## src/rtl/erx_drp_pkg.sv

```systemverilog
// erx_drp_pkg: shared types for the RX PLL DRP reconfiguration sequencer.
// Holds the sequencer state encoding, completion status codes and the
// four-entry divider register table (DRP address, keep mask, encoder select).
// ERX_DRP_READBACK_EN adds the write-verify readback states.
package erx_drp_pkg;

    localparam int unsigned IDX_W  = 2;
    localparam int unsigned ADDR_W = 7;
    localparam int unsigned DATA_W = 16;
    localparam int unsigned DIV_W  = 5;
    localparam int unsigned N_W    = 7;
    localparam int unsigned STAT_W = 3;

    typedef enum logic [3:0] {
        ST_IDLE,
        ST_CHECK,
        ST_RST_WAIT,
        ST_RD,
        ST_RD_WAIT,
        ST_WR,
        ST_WR_WAIT,
        ST_NEXT,
        ST_RELEASE,
        ST_LOCK_WAIT,
        ST_FINISH
`ifdef ERX_DRP_READBACK_EN
        ,
        ST_RB,
        ST_RB_WAIT
`endif
    } state_e;

    typedef enum logic [STAT_W-1:0] {
        STAT_OK          = 3'd0,
        STAT_BAD_DIV     = 3'd1,
        STAT_DRDY_TO     = 3'd2,
        STAT_LOCK_TO     = 3'd3,
        STAT_VERIFY_FAIL = 3'd4
    } status_e;

    // One divider register: where it lives, which bits survive the rewrite,
    // and which encoder output (D or 4D, REG1 or REG2) supplies the new bits.
    typedef struct packed {
        logic [ADDR_W-1:0] addr;
        logic [DATA_W-1:0] keep;
        logic              use_4d;
        logic              is_reg2;
    } drp_entry_t;

    function automatic drp_entry_t drp_entry(input logic [IDX_W-1:0] idx);
        drp_entry_t e;
        case (idx)
            2'd0:    e = '{addr: 7'h10, keep: 16'h1000, use_4d: 1'b0, is_reg2: 1'b0};
            2'd1:    e = '{addr: 7'h11, keep: 16'hFF00, use_4d: 1'b0, is_reg2: 1'b1};
            2'd2:    e = '{addr: 7'h06, keep: 16'h1000, use_4d: 1'b1, is_reg2: 1'b0};
            default: e = '{addr: 7'h07, keep: 16'hFF00, use_4d: 1'b1, is_reg2: 1'b1};
        endcase
        return e;
    endfunction

endpackage

```

## src/rtl/erx_drp_divenc.sv

```systemverilog
// erx_drp_divenc: combinational PLL output-divider encoder.
// Ports: n (divide value, 1..124) -> reg1 (hi/lo count field, bits 11:0),
//        reg2 (edge / nocount / delay field, bits 7:0). All other bits zero.
module erx_drp_divenc
    import erx_drp_pkg::*;
(
    input  logic [N_W-1:0]    n,
    output logic [DATA_W-1:0] reg1,
    output logic [DATA_W-1:0] reg2
);

    logic [5:0] hi;
    logic [5:0] lo;
    logic       nocount;
    logic       edge_bit;

    // Divide-by-1 bypasses the counter; hi/lo are forced to 1 and, since the
    // counter is not used, the half-cycle edge bit stays clear.
    always_comb begin
        nocount  = (n == N_W'(1));
        hi       = nocount ? 6'd1 : n[6:1];
        lo       = nocount ? 6'd1 : 6'(n - {1'b0, n[6:1]});
        edge_bit = n[0] & ~nocount;
        reg1     = {4'b0000, hi, lo};
        reg2     = {8'h00, edge_bit, nocount, 6'b000000};
    end

endmodule

```

## src/rtl/erx_pll_drp_ctrl.sv

```systemverilog
// erx_pll_drp_ctrl: run-time reprogramming of the RX PLL output dividers via DRP.
// Holds the PLL in reset, read-modify-writes four divider registers, releases
// reset and waits for lock, then pulses cfg_done with cfg_status.
// Ports: clk/reset (sync, active high); cfg_start/cfg_div request;
//        cfg_busy/cfg_done/cfg_status completion; pll_reset_req/pll_locked;
//        drp_den/dwe/daddr/di/do/drdy DRP master.
// Optional: ERX_DRP_READBACK_EN verifies every write with a readback.
module erx_pll_drp_ctrl
    import erx_drp_pkg::*;
#(
    parameter int unsigned RST_HOLD = 8,
    parameter int unsigned DRDY_TW  = 8,
    parameter int unsigned LOCK_TW  = 16
) (
    input  logic              clk,
    input  logic              reset,
    input  logic              cfg_start,
    input  logic [DIV_W-1:0]  cfg_div,
    output logic              cfg_busy,
    output logic              cfg_done,
    output logic [STAT_W-1:0] cfg_status,
    output logic              pll_reset_req,
    input  logic              pll_locked,
    output logic              drp_den,
    output logic              drp_dwe,
    output logic [ADDR_W-1:0] drp_daddr,
    output logic [DATA_W-1:0] drp_di,
    input  logic [DATA_W-1:0] drp_do,
    input  logic              drp_drdy
);

    localparam int unsigned HOLD_W    = $clog2(RST_HOLD + 1);
    localparam int unsigned TO_W      = (LOCK_TW > DRDY_TW) ? LOCK_TW : DRDY_TW;
    localparam int unsigned TMR_W     = (TO_W > HOLD_W) ? TO_W : HOLD_W;
    // Last wait-cycle index before expiry: 2^W-1 wait cycles in total.
    localparam int unsigned DRDY_LAST = (1 << DRDY_TW) - 2;
    localparam int unsigned LOCK_LAST = (1 << LOCK_TW) - 2;

    state_e              state_q, state_d;
    status_e             status_q, status_d;
    logic [IDX_W-1:0]    idx_q, idx_d;
    logic [TMR_W-1:0]    tmr_q, tmr_d;
    logic [DIV_W-1:0]    div_q, div_d;
    logic [DATA_W-1:0]   wdata_q, wdata_d;
    logic                busy_q, busy_d, done_q, done_d, rstreq_q, rstreq_d;
    logic                den_q, den_d, dwe_q, dwe_d;
    logic [ADDR_W-1:0]   daddr_q, daddr_d;
    logic [DATA_W-1:0]   di_q, di_d;

    logic [DATA_W-1:0]   enc_d_r1, enc_d_r2, enc_4d_r1, enc_4d_r2, new_val;
    drp_entry_t          cur_entry, nxt_entry;
    logic                drdy_expired;

    erx_drp_divenc u_enc_d (
        .n    ({2'b00, div_q}),
        .reg1 (enc_d_r1),
        .reg2 (enc_d_r2)
    );

    erx_drp_divenc u_enc_4d (
        .n    ({div_q, 2'b00}),
        .reg1 (enc_4d_r1),
        .reg2 (enc_4d_r2)
    );

    // New field bits for the register currently being rewritten.
    always_comb begin
        cur_entry = drp_entry(idx_q);
        case ({cur_entry.use_4d, cur_entry.is_reg2})
            2'b00:   new_val = enc_d_r1;
            2'b01:   new_val = enc_d_r2;
            2'b10:   new_val = enc_4d_r1;
            default: new_val = enc_4d_r2;
        endcase
    end

    assign drdy_expired = (tmr_q == TMR_W'(DRDY_LAST));

    // Next state, datapath updates and next-cycle output values.
    always_comb begin
        state_d  = state_q;
        status_d = status_q;
        idx_d    = idx_q;
        tmr_d    = tmr_q;
        div_d    = div_q;
        wdata_d  = wdata_q;

        case (state_q)
            ST_IDLE: begin
                if (cfg_start) begin
                    state_d  = ST_CHECK;
                    status_d = STAT_OK;
                end
            end
            ST_CHECK: begin
                div_d = cfg_div;
                idx_d = '0;
                tmr_d = '0;
                if (cfg_div == '0) begin
                    state_d  = ST_FINISH;
                    status_d = STAT_BAD_DIV;
                end else begin
                    state_d = ST_RST_WAIT;
                end
            end
            ST_RST_WAIT: begin
                if (tmr_q == TMR_W'(RST_HOLD - 1)) begin
                    state_d = ST_RD;
                end else begin
                    tmr_d = tmr_q + TMR_W'(1);
                end
            end
            ST_RD: begin
                tmr_d   = '0;
                state_d = ST_RD_WAIT;
            end
            ST_RD_WAIT: begin
                if (drp_drdy) begin
                    wdata_d = (drp_do & cur_entry.keep) | new_val;
                    state_d = ST_WR;
                end else if (drdy_expired) begin
                    state_d  = ST_FINISH;
                    status_d = STAT_DRDY_TO;
                end else begin
                    tmr_d = tmr_q + TMR_W'(1);
                end
            end
            ST_WR: begin
                tmr_d   = '0;
                state_d = ST_WR_WAIT;
            end
            ST_WR_WAIT: begin
                if (drp_drdy) begin
`ifdef ERX_DRP_READBACK_EN
                    state_d = ST_RB;
`else
                    state_d = ST_NEXT;
`endif
                end else if (drdy_expired) begin
                    state_d  = ST_FINISH;
                    status_d = STAT_DRDY_TO;
                end else begin
                    tmr_d = tmr_q + TMR_W'(1);
                end
            end
`ifdef ERX_DRP_READBACK_EN
            ST_RB: begin
                tmr_d   = '0;
                state_d = ST_RB_WAIT;
            end
            ST_RB_WAIT: begin
                if (drp_drdy) begin
                    if (drp_do != wdata_q) begin
                        state_d  = ST_FINISH;
                        status_d = STAT_VERIFY_FAIL;
                    end else begin
                        state_d = ST_NEXT;
                    end
                end else if (drdy_expired) begin
                    state_d  = ST_FINISH;
                    status_d = STAT_DRDY_TO;
                end else begin
                    tmr_d = tmr_q + TMR_W'(1);
                end
            end
`endif
            ST_NEXT: begin
                if (idx_q == IDX_W'(3)) begin
                    state_d = ST_RELEASE;
                end else begin
                    idx_d   = idx_q + IDX_W'(1);
                    state_d = ST_RD;
                end
            end
            ST_RELEASE: begin
                tmr_d   = '0;
                state_d = ST_LOCK_WAIT;
            end
            ST_LOCK_WAIT: begin
                if (pll_locked) begin
                    state_d  = ST_FINISH;
                    status_d = STAT_OK;
                end else if (tmr_q == TMR_W'(LOCK_LAST)) begin
                    state_d  = ST_FINISH;
                    status_d = STAT_LOCK_TO;
                end else begin
                    tmr_d = tmr_q + TMR_W'(1);
                end
            end
            ST_FINISH: state_d = ST_IDLE;
            default:   state_d = ST_IDLE;
        endcase

        // Outputs are decoded from the next state so they can be registered.
        nxt_entry = drp_entry(idx_d);
        busy_d    = (state_d != ST_IDLE) && (state_d != ST_FINISH);
        done_d    = (state_d == ST_FINISH);
        rstreq_d  = (state_d == ST_RST_WAIT) || (state_d == ST_RD) ||
                    (state_d == ST_RD_WAIT)  || (state_d == ST_WR) ||
                    (state_d == ST_WR_WAIT)  || (state_d == ST_NEXT);
        den_d     = (state_d == ST_RD) || (state_d == ST_WR);
`ifdef ERX_DRP_READBACK_EN
        rstreq_d  = rstreq_d || (state_d == ST_RB) || (state_d == ST_RB_WAIT);
        den_d     = den_d || (state_d == ST_RB);
`endif
        dwe_d     = (state_d == ST_WR);
        daddr_d   = den_d ? nxt_entry.addr : '0;
        di_d      = dwe_d ? wdata_d : '0;
    end

    // State, datapath and output registers.
    always_ff @(posedge clk) begin
        if (reset) begin
            state_q  <= ST_IDLE;
            status_q <= STAT_OK;
            idx_q    <= '0;
            tmr_q    <= '0;
            div_q    <= '0;
            wdata_q  <= '0;
            busy_q   <= 1'b0;
            done_q   <= 1'b0;
            rstreq_q <= 1'b0;
            den_q    <= 1'b0;
            dwe_q    <= 1'b0;
            daddr_q  <= '0;
            di_q     <= '0;
        end else begin
            state_q  <= state_d;
            status_q <= status_d;
            idx_q    <= idx_d;
            tmr_q    <= tmr_d;
            div_q    <= div_d;
            wdata_q  <= wdata_d;
            busy_q   <= busy_d;
            done_q   <= done_d;
            rstreq_q <= rstreq_d;
            den_q    <= den_d;
            dwe_q    <= dwe_d;
            daddr_q  <= daddr_d;
            di_q     <= di_d;
        end
    end

    assign cfg_busy      = busy_q;
    assign cfg_done      = done_q;
    assign cfg_status    = status_q;
    assign pll_reset_req = rstreq_q;
    assign drp_den       = den_q;
    assign drp_dwe       = dwe_q;
    assign drp_daddr     = daddr_q;
    assign drp_di        = di_q;

endmodule

```

## config.mk

```make
export PLATFORM = sky130hd
export DESIGN_NAME = erx_pll_drp_ctrl
export DESIGN_NICKNAME = d
export VERILOG_FILES = /design/src/rtl/erx_drp_pkg.sv /design/src/rtl/erx_drp_divenc.sv /design/src/rtl/erx_pll_drp_ctrl.sv
export SDC_FILE = /design/constraint.sdc
export NUM_CORES = 1
export LEC_CHECK = 0
export BUFFER_PORTS_ARGS = -buffer_cell sky130_fd_sc_hd__buf_4
export CAP_MARGIN = 20
export CORE_ASPECT_RATIO = 0.5
export CORE_MARGIN = 2
export CORE_UTILIZATION = 25
export DETAILED_ROUTE_END_ITERATION = 8
export PLACE_DENSITY = 0.45
export RECOVER_POWER = 50
export SYNTH_ARGS = -nofsm -noshare
export SYNTH_HDL_FRONTEND = slang
export SYNTH_SLANG_ARGS = --single-unit
```

## constraint.sdc

```tcl
create_clock -name clk -period 2.33 [get_ports clk]
set_input_delay 0.5825 -clock clk [delete_from_list [all_inputs] [get_ports clk]]
set_output_delay 0.5825 -clock clk [all_outputs]
set_load 0.02 [all_outputs]
```

==> flow_summary_export.csv, run 1 <==
group,metric,value,unit
sta,worst_slew_pin_slew,0.532,ns
power_and_ir_drop,p_int,2.07,mW
cts,path_clk_slew,0.05,ns
synthesis,synth-edff-count,0,
route,drtIter0Drc,176,
setup_path,cp-start-kind,"register",
synthesis,syn_avg_cell_area,8.49,µm²
layout,ff_latch_area,1380,µm²
cts,clkLatencyLatePin,0.33,ns
synthesis,yosys.area.top_type,"dfxtp_1",
global_routing,overflow,0,
route,wl,8510,µm
route,avgRoutedWirePerCell,13.4,µm
floorplanning,ioPinCount,57,
floorplanning,start_util,25.9,%
placement,finalWeightedCongestion,0.769,
sta,setup_viol,0,
sta,setup_tns,0,ns
setup_path,worstReg2RegEnd,"tmr_q[15]$_SDFFE_PP0P_",
layout,area_delta_synth_final,26.8,%
synthesis,synth_top_family_by_area,"simple AND/OR/NAND/NOR gates",
floorplanning,rows,29,
synthesis,synth-compound-area-share,18.9,%
cts,cts_tree,"done",
power_and_ir_drop,power,2.81,mW
layout,multiInputGateArea,1800,µm²
placement,dp.cells,618,
setup_path,path_cells,"inv_1, ha_2, and3_1, and4_4, a221oi_4, nand4_1, buf_6, or4_4, a21oi_2",
sta,layout_setup_ws,0.0918,ns
synthesis,synth.cell_area,3320,µm²
synthesis,synth_cells,391,
power_and_ir_drop,peakVddDrop,337,µV
setup_path,rr_startpoint,"tmr_q[0]$_SDFFE_PP0P_",
setup_path,critPathKind,"reg -> reg",
setup_path,cp-end-kind,"register",
synthesis,netlist-cell-type-count,64,
setup_path,max_stage_delay,0.41,ns
placement,numPortBuffers,44,
synthesis,yosysSeqAreaShare,41.6,%
cts,cts-buffers-inserted,9,
layout,fin_util,32.9,%
hold_path,holdCritPathClass,"reg -> reg",
floorplanning,die_w,167,µm
placement,hpwl,6210,µm
floorplanning,die_height,85.5,µm
power_and_ir_drop,p_sw,0.733,mW
floorplanning,die_area,14300,µm²
sta,skew,0.00299,ns
route,vias_per_cell,4.65,
global_routing,grt_pass1_vias,2778,
synthesis,synth-seq-cells,69,
synthesis,synth.area.top_cells,"dfxtp_1 42%, nor2_1 6.7%, a21oi_1 5.7%, ha_1 3.8%, o21ai_0 3.0%",
power_and_ir_drop,comb_power_share,13.4,%
power_and_ir_drop,swShare,26.1,%
layout,fin_nets,498,
setup_path,rrSetupSlack,0.09,ns
global_routing,grt_max_degree,37,
global_routing,antenna_found_initial,0,
route,drc,0,
synthesis,synth_commonest_cells,"69 x dfxtp_1, 59 x nor2_1, 38 x a21oi_1, 20 x o21ai_0, 18 x inv_1",
power_and_ir_drop,pwr-share-clk,42.7,%
synthesis,synthSimpleGateAreaFrac,26.5,%
layout,instances_no_fill,634,
setup_path,worst_ep_arrival_time,2.50,ns
cts,cts_max_level,3,
power_and_ir_drop,p_leak,1.55,nW
floorplanning,coreArea,12800,µm²
layout,diodes,0,
cts,clk_path_buf_depth,2,
sta,relSlewSlack,64.4,%
global_routing,grt_pass1_wl,14300,µm
layout,drive_above_1_share,17.2,%
setup_path,cp-startpoint,"tmr_q[0]$_SDFFE_PP0P_",
route,vias,2949,
sta,period_needed,2.24,ns
setup_path,cp_top_family,"simple AND/OR/NAND/NOR gates",
synthesis,yosys_warnings,0,
synthesis,synth_mux_area_share,0.904,%
synthesis,synth-xor-area-share,2.11,%
synthesis,synth-adder-area-share,4.37,%
setup_path,worst_ep_required_time,2.59,ns
synthesis,synth_async_sr_flop_share,0,%
synthesis,yosysTopAreaCellShare,41.6,%
setup_path,cp.buffers_inverters,2,
placement,pre_cts_ws,0.0733,ns
setup_path,cpMaxStageDelayCell,"or4_4",
setup_path,crit_fanout,6,
cts,cts_hold_buffers,0,
route,drt_pass1_iterations,6,
run,maxCapViolCount,0,
cts,clock_sink_count,69,
sta,hold_viol_final,0,
sta,rsz0062_at_grt,"true",
cts,root_buffer,"clkbuf_16",
synthesis,synth_most_common_cell,"dfxtp_1",
global_routing,grt_usage,12.7,%
sta,fmaxAchievable,447,MHz
route,ant_nets,0,
power_and_ir_drop,seq_power_share,43.9,%
synthesis,ys.flop_type,"dfxtp_1",
run_status,status,"finished, final reports clean",
setup_path,crit_end,"tmr_q[15]$_SDFFE_PP0P_",
setup_path,critical_path_depth,9,
layout,nFillCells,1388,
sta,slew_violations,0,
setup_path,reg2reg_depth,9,
power_and_ir_drop,power-per-cell-area,667,nW/µm²
sta,period_share,96.1,%
routing by layer:
| layer | wire length, µm | global-route usage (%) |
|---|---|---|
| met1 | 4350 | 17.2 |
| met2 | 3640 | 19.1 |
| met3 | 431 | 4.34 |
| met4 | 91 | 4.08 |
| met5 | 0 | 0 |
power by group through the flow:
| stage | clock (mW) | sequential [mW] | combinational [mW] |
|---|---|---|---|
| final | 1.20 | 1.23 | 0.377 |
| after floorplan | 0 | 1.26 | 0.245 |
| after CTS | 1.25 | 1.23 | 0.388 |
| after global routing | 1.31 | 1.24 | 0.424 |
| after detailed placement | 0 | 1.26 | 0.387 |
| after global placement | 0 | 1.26 | 0.387 |
area by class of cell:
cell class,instances,area share (%)
Timing Repair Buffer,80,11.8
Inverter,18,1.60
Sequential cell,69,32.8
Tap cell,170,5.05
Clock buffer,9,5.35
Clock inverter,5,0.713
Multi-Input combinational cell,283,42.7
worst register-to-register path: cells and delay by family (launching register included):
kind / cells / cell delay (ns)
adder cells (fa/ha/maj): 1 / 0.18
buffers and inverters: 2 / 0.22
AND/OR/NAND/NOR: 4 / 0.98
flip-flops: 1 / 0.32
AO/OA/AOI/OAI: 2 / 0.46
timing repair:
item                                    4_1_cts  5_1_grt
endpoints found under the setup margin        0       15
resized for setup                             0        8
buffers inserted                              0        1
placed cells by master, fill, tap and decap left out, types with 9 or more instances in the layout:
cell       netlist  layout
a21oi_1         38      37
dfxtp_1         69      68
buf_4            5      45
nor2_1          59      59
clkbuf_1        10      31
o21ai_0         20      20
nor3_1           9       9
inv_1           18      18
clkbuf_16        0       9
or3_1            9       9
ha_1            10       9
nand2_1         15      15
per-stage QoR:
step           hold slack (ns)  instance area (µm²)
3_3_place_gp             0.447                 4030
5_1_grt                  0.472                 4210
2_1_floorplan            0.444                 3330
4_1_cts                  0.459                 4280
6_report                 0.453                 4210
3_5_place_dp             0.449                 4030
state kept, by name (all words and copies together) (netlist names), 2 cells and up:
name and cells:
state_q 4, drp_di 16, tmr_q 16, drp_daddr 3, div_q 5, cfg_status 2, idx_q 2, wdata_q 16
worst min-delay path by stage:
stage	startpoint	end	slack (ns)	depth (start not counted)
global placement	cfg_status[1]$_SDFFE_PP0P_	cfg_status[1]$_SDFFE_PP0P_	0.45	2
finish	cfg_status[1]$_SDFFE_PP0P_	cfg_status[1]$_SDFFE_PP0P_	0.45	2
detailed placement	cfg_status[1]$_SDFFE_PP0P_	cfg_status[1]$_SDFFE_PP0P_	0.45	2
global route	cfg_status[1]$_SDFFE_PP0P_	cfg_status[1]$_SDFFE_PP0P_	0.47	2
floorplan	wdata_q[15]$_SDFF_PP0_	drp_di[15]$_SDFF_PP0_	0.44	2
CTS	cfg_status[1]$_SDFFE_PP0P_	cfg_status[1]$_SDFFE_PP0P_	0.46	2
logic make-up after synthesis:
logic type / after synthesis
flip-flops: 69
multiplexers: 3
XOR/XNOR: 8
adder cells (fa/ha/maj): 11
AND/OR/NAND/NOR: 161
other: 1
buffers and inverters: 42
AO/OA/AOI/OAI: 96
Note: power is estimated with default switching activity, not from simulation.
==> run 2, diff against run 1 <==
Settings changed: CTS_BUF_LIST set to sky130_fd_sc_hd__clkbuf_2.
==> run 2 against run 1 <==
Net effect: worst hold slack got worse by 0.15 ns; maximum frequency down 0.40%; global-route usage decreased by 0.16 points; sequential cell count is the same; critical path depth unchanged; wire length is 0.21% lower; core utilization is 1.3 points lower; final area is 4.1% lower; worst setup slack worse by 0.0089 ns; first-iteration DRC count increased by 9.7%.
==> flow_summary_export.csv, run 2 (same netlist as run 1, synthesis figures left out) <==
group,metric,value,unit
sta,skew,0.0218,ns
power_and_ir_drop,peakVddDrop,172,µV
global_routing,grt_max_degree,37,
sta,fmaxAchievable,445,MHz
global_routing,overflow,0,
route,avgRoutedWirePerCell,13.4,µm
sta,timing.hold.ws,0.307,ns
sta,worst_slew_pin_slew,0.529,ns
hold_path,holdPathStages,3,
setup_path,reg2reg_depth,9,
global_routing,grt_usage,12.5,%
hold_path,holdCritStartpoint,"cfg_div[3]",
power_and_ir_drop,seq_power_share,57.0,%
layout,mostFrequentLayoutCell,"dfxtp_1",
placement,finalWeightedCongestion,0.769,
cts,clock_sink_count,69,
route,wl,8490,µm
floorplanning,rows,29,
setup_path,cp-start-kind,"register",
floorplanning,ioPinCount,57,
layout,most-common-layout-cells,"65 x dfxtp_1, 59 x nor2_1, 45 x buf_4",
layout,drive_above_1_share,17.9,%
placement,placedInstanceArea,4030,µm²
layout,area_delta_synth_final,21.6,%
cts,clkLatencyLatePin,0.51,ns
cts,root_buffer,"clkbuf_2",
cts,cts_max_level,3,
layout,diodes,0,
route,drtIter0Drc,193,
sta,period_needed,2.25,ns
run,maxCapViolCount,0,
power_and_ir_drop,p_leak,1.47,nW
hold_path,min_to,"div_q[3]$_SDFFE_PP0P_",
setup_path,critPathKind,"reg -> reg",
sta,relSlewSlack,64.6,%
setup_path,cp-end-kind,"register",
placement,numPortBuffers,44,
power_and_ir_drop,swShare,30.8,%
sta,setup_viol,0,
global_routing,grt_pass1_wl,14200,µm
sta,period_share,96.4,%
setup_path,crit_fanout,6,
route,vias_per_cell,4.63,
sta,slew_violations,0,
floorplanning,start_util,25.9,%
sta,layout_setup_ws,0.0829,ns
sta,hold_viol_final,0,
setup_path,worstReg2RegEnd,"tmr_q[15]$_SDFFE_PP0P_",
route,drt_pass1_iterations,4,
route,drc,0,
sta,setup_tns,0,ns
cts,cts_tree,"done",
layout,fin_util,31.5,%
floorplanning,die_w,167,µm
floorplanning,die_height,85.5,µm
setup_path,worst_ep_required_time,2.78,ns
cts,path_clk_slew,0.20,ns
power_and_ir_drop,p_int,1.50,mW
floorplanning,coreArea,12800,µm²
placement,hpwl,6210,µm
route,ant_nets,0,
setup_path,rrSetupSlack,0.08,ns
setup_path,rr_startpoint,"tmr_q[0]$_SDFFE_PP0P_",
run_status,status,"finished, final reports clean",
layout,stdcell_area,4040,µm²
route,vias,2936,
cts,cts-buffers-inserted,9,
placement,pre_cts_ws,0.0733,ns
hold_path,holdCritPathClass,"in -> reg",
layout,fin_nets,498,
cts,clk_path_buf_depth,2,
floorplanning,die_area,14300,µm²
power_and_ir_drop,pwr-share-clk,25.5,%
power_and_ir_drop,comb_power_share,17.5,%
setup_path,worst_ep_arrival_time,2.70,ns
global_routing,antenna_found_initial,0,
global_routing,grt_pass1_vias,2779,
power_and_ir_drop,p_sw,0.667,mW
power_and_ir_drop,power-per-cell-area,536,nW/µm²
-- run 2: per-layer routing --
layer	routed length (µm)	share of wire (%)	up-vias	GRT usage [%]
li1	-	-	1532	-
met1	4420	52	1343	17.0
met2	3560	42	53	19.1
met3	432	5.1	8	4.06
met4	82	0.97	0	3.84
met5	0	0	-	0
-- run 2: cell type report --
type | count | area [µm²]
fill | 1406 | 8770
clock inverter | 5 | 30.0
tap | 170 | 213
clock buffer | 9 | 45.0
inverter | 18 | 67.6
timing repair buffer | 80 | 494
sequential | 69 | 1390
multi-input combinational | 283 | 1800
-- run 2: how the worst max path moves through the flow --
| stage | startpoint | end | slack (ns) | cells after the start |
|---|---|---|---|---|
| detailed placement | tmr_q[0]$_SDFFE_PP0P_ | tmr_q[15]$_SDFFE_PP0P_ | 0.07 | 9 |
| CTS | tmr_q[0]$_SDFFE_PP0P_ | tmr_q[15]$_SDFFE_PP0P_ | 0.04 | 9 |
| global route | tmr_q[0]$_SDFFE_PP0P_ | tmr_q[15]$_SDFFE_PP0P_ | -0.004 | 9 |
| floorplan | tmr_q[0]$_SDFFE_PP0P_ | tmr_q[6]$_SDFFE_PP0P_ | 0.26 | 8 |
| global placement | tmr_q[0]$_SDFFE_PP0P_ | tmr_q[13]$_SDFFE_PP0P_ | 0.12 | 9 |
| finish | tmr_q[0]$_SDFFE_PP0P_ | tmr_q[15]$_SDFFE_PP0P_ | 0.08 | 9 |
-- run 2: metrics by stage --
stage	std cells	power [mW]
6_report	634	2.17
3_5_place_dp	618	1.64
3_3_place_gp	618	1.64
2_1_floorplan	394	1.51
4_1_cts	632	2.22
5_1_grt	634	2.31
-- run 2: power by group through the flow --
| stage | logic (mW) | clock network (mW) | registers (mW) |
|---|---|---|---|
| floorplan | 0.245 | 0 | 1.26 |
| global placement | 0.387 | 0 | 1.26 |
| detailed placement | 0.387 | 0 | 1.26 |
| CTS | 0.388 | 0.601 | 1.23 |
| global route | 0.425 | 0.645 | 1.24 |
| finish | 0.378 | 0.553 | 1.23 |
-- run 2: what timing repair did --
action / CTS / global route
gates resized for setup: 0 / 12
buffers inserted: 0 / 1
hold buffers: 0 / 0
endpoints found under the setup margin: 0 / 18
-- run 2: critical path, stage by stage (launching register included) --
cell and delay [ns]:
dfxtp_2 0.36, inv_1 0.05, ha_2 0.17, and3_4 0.17
and4_4 0.20, a221oi_4 0.34, nand4_1 0.20, buf_6 0.18
or4_4 0.41, a21oi_2 0.12
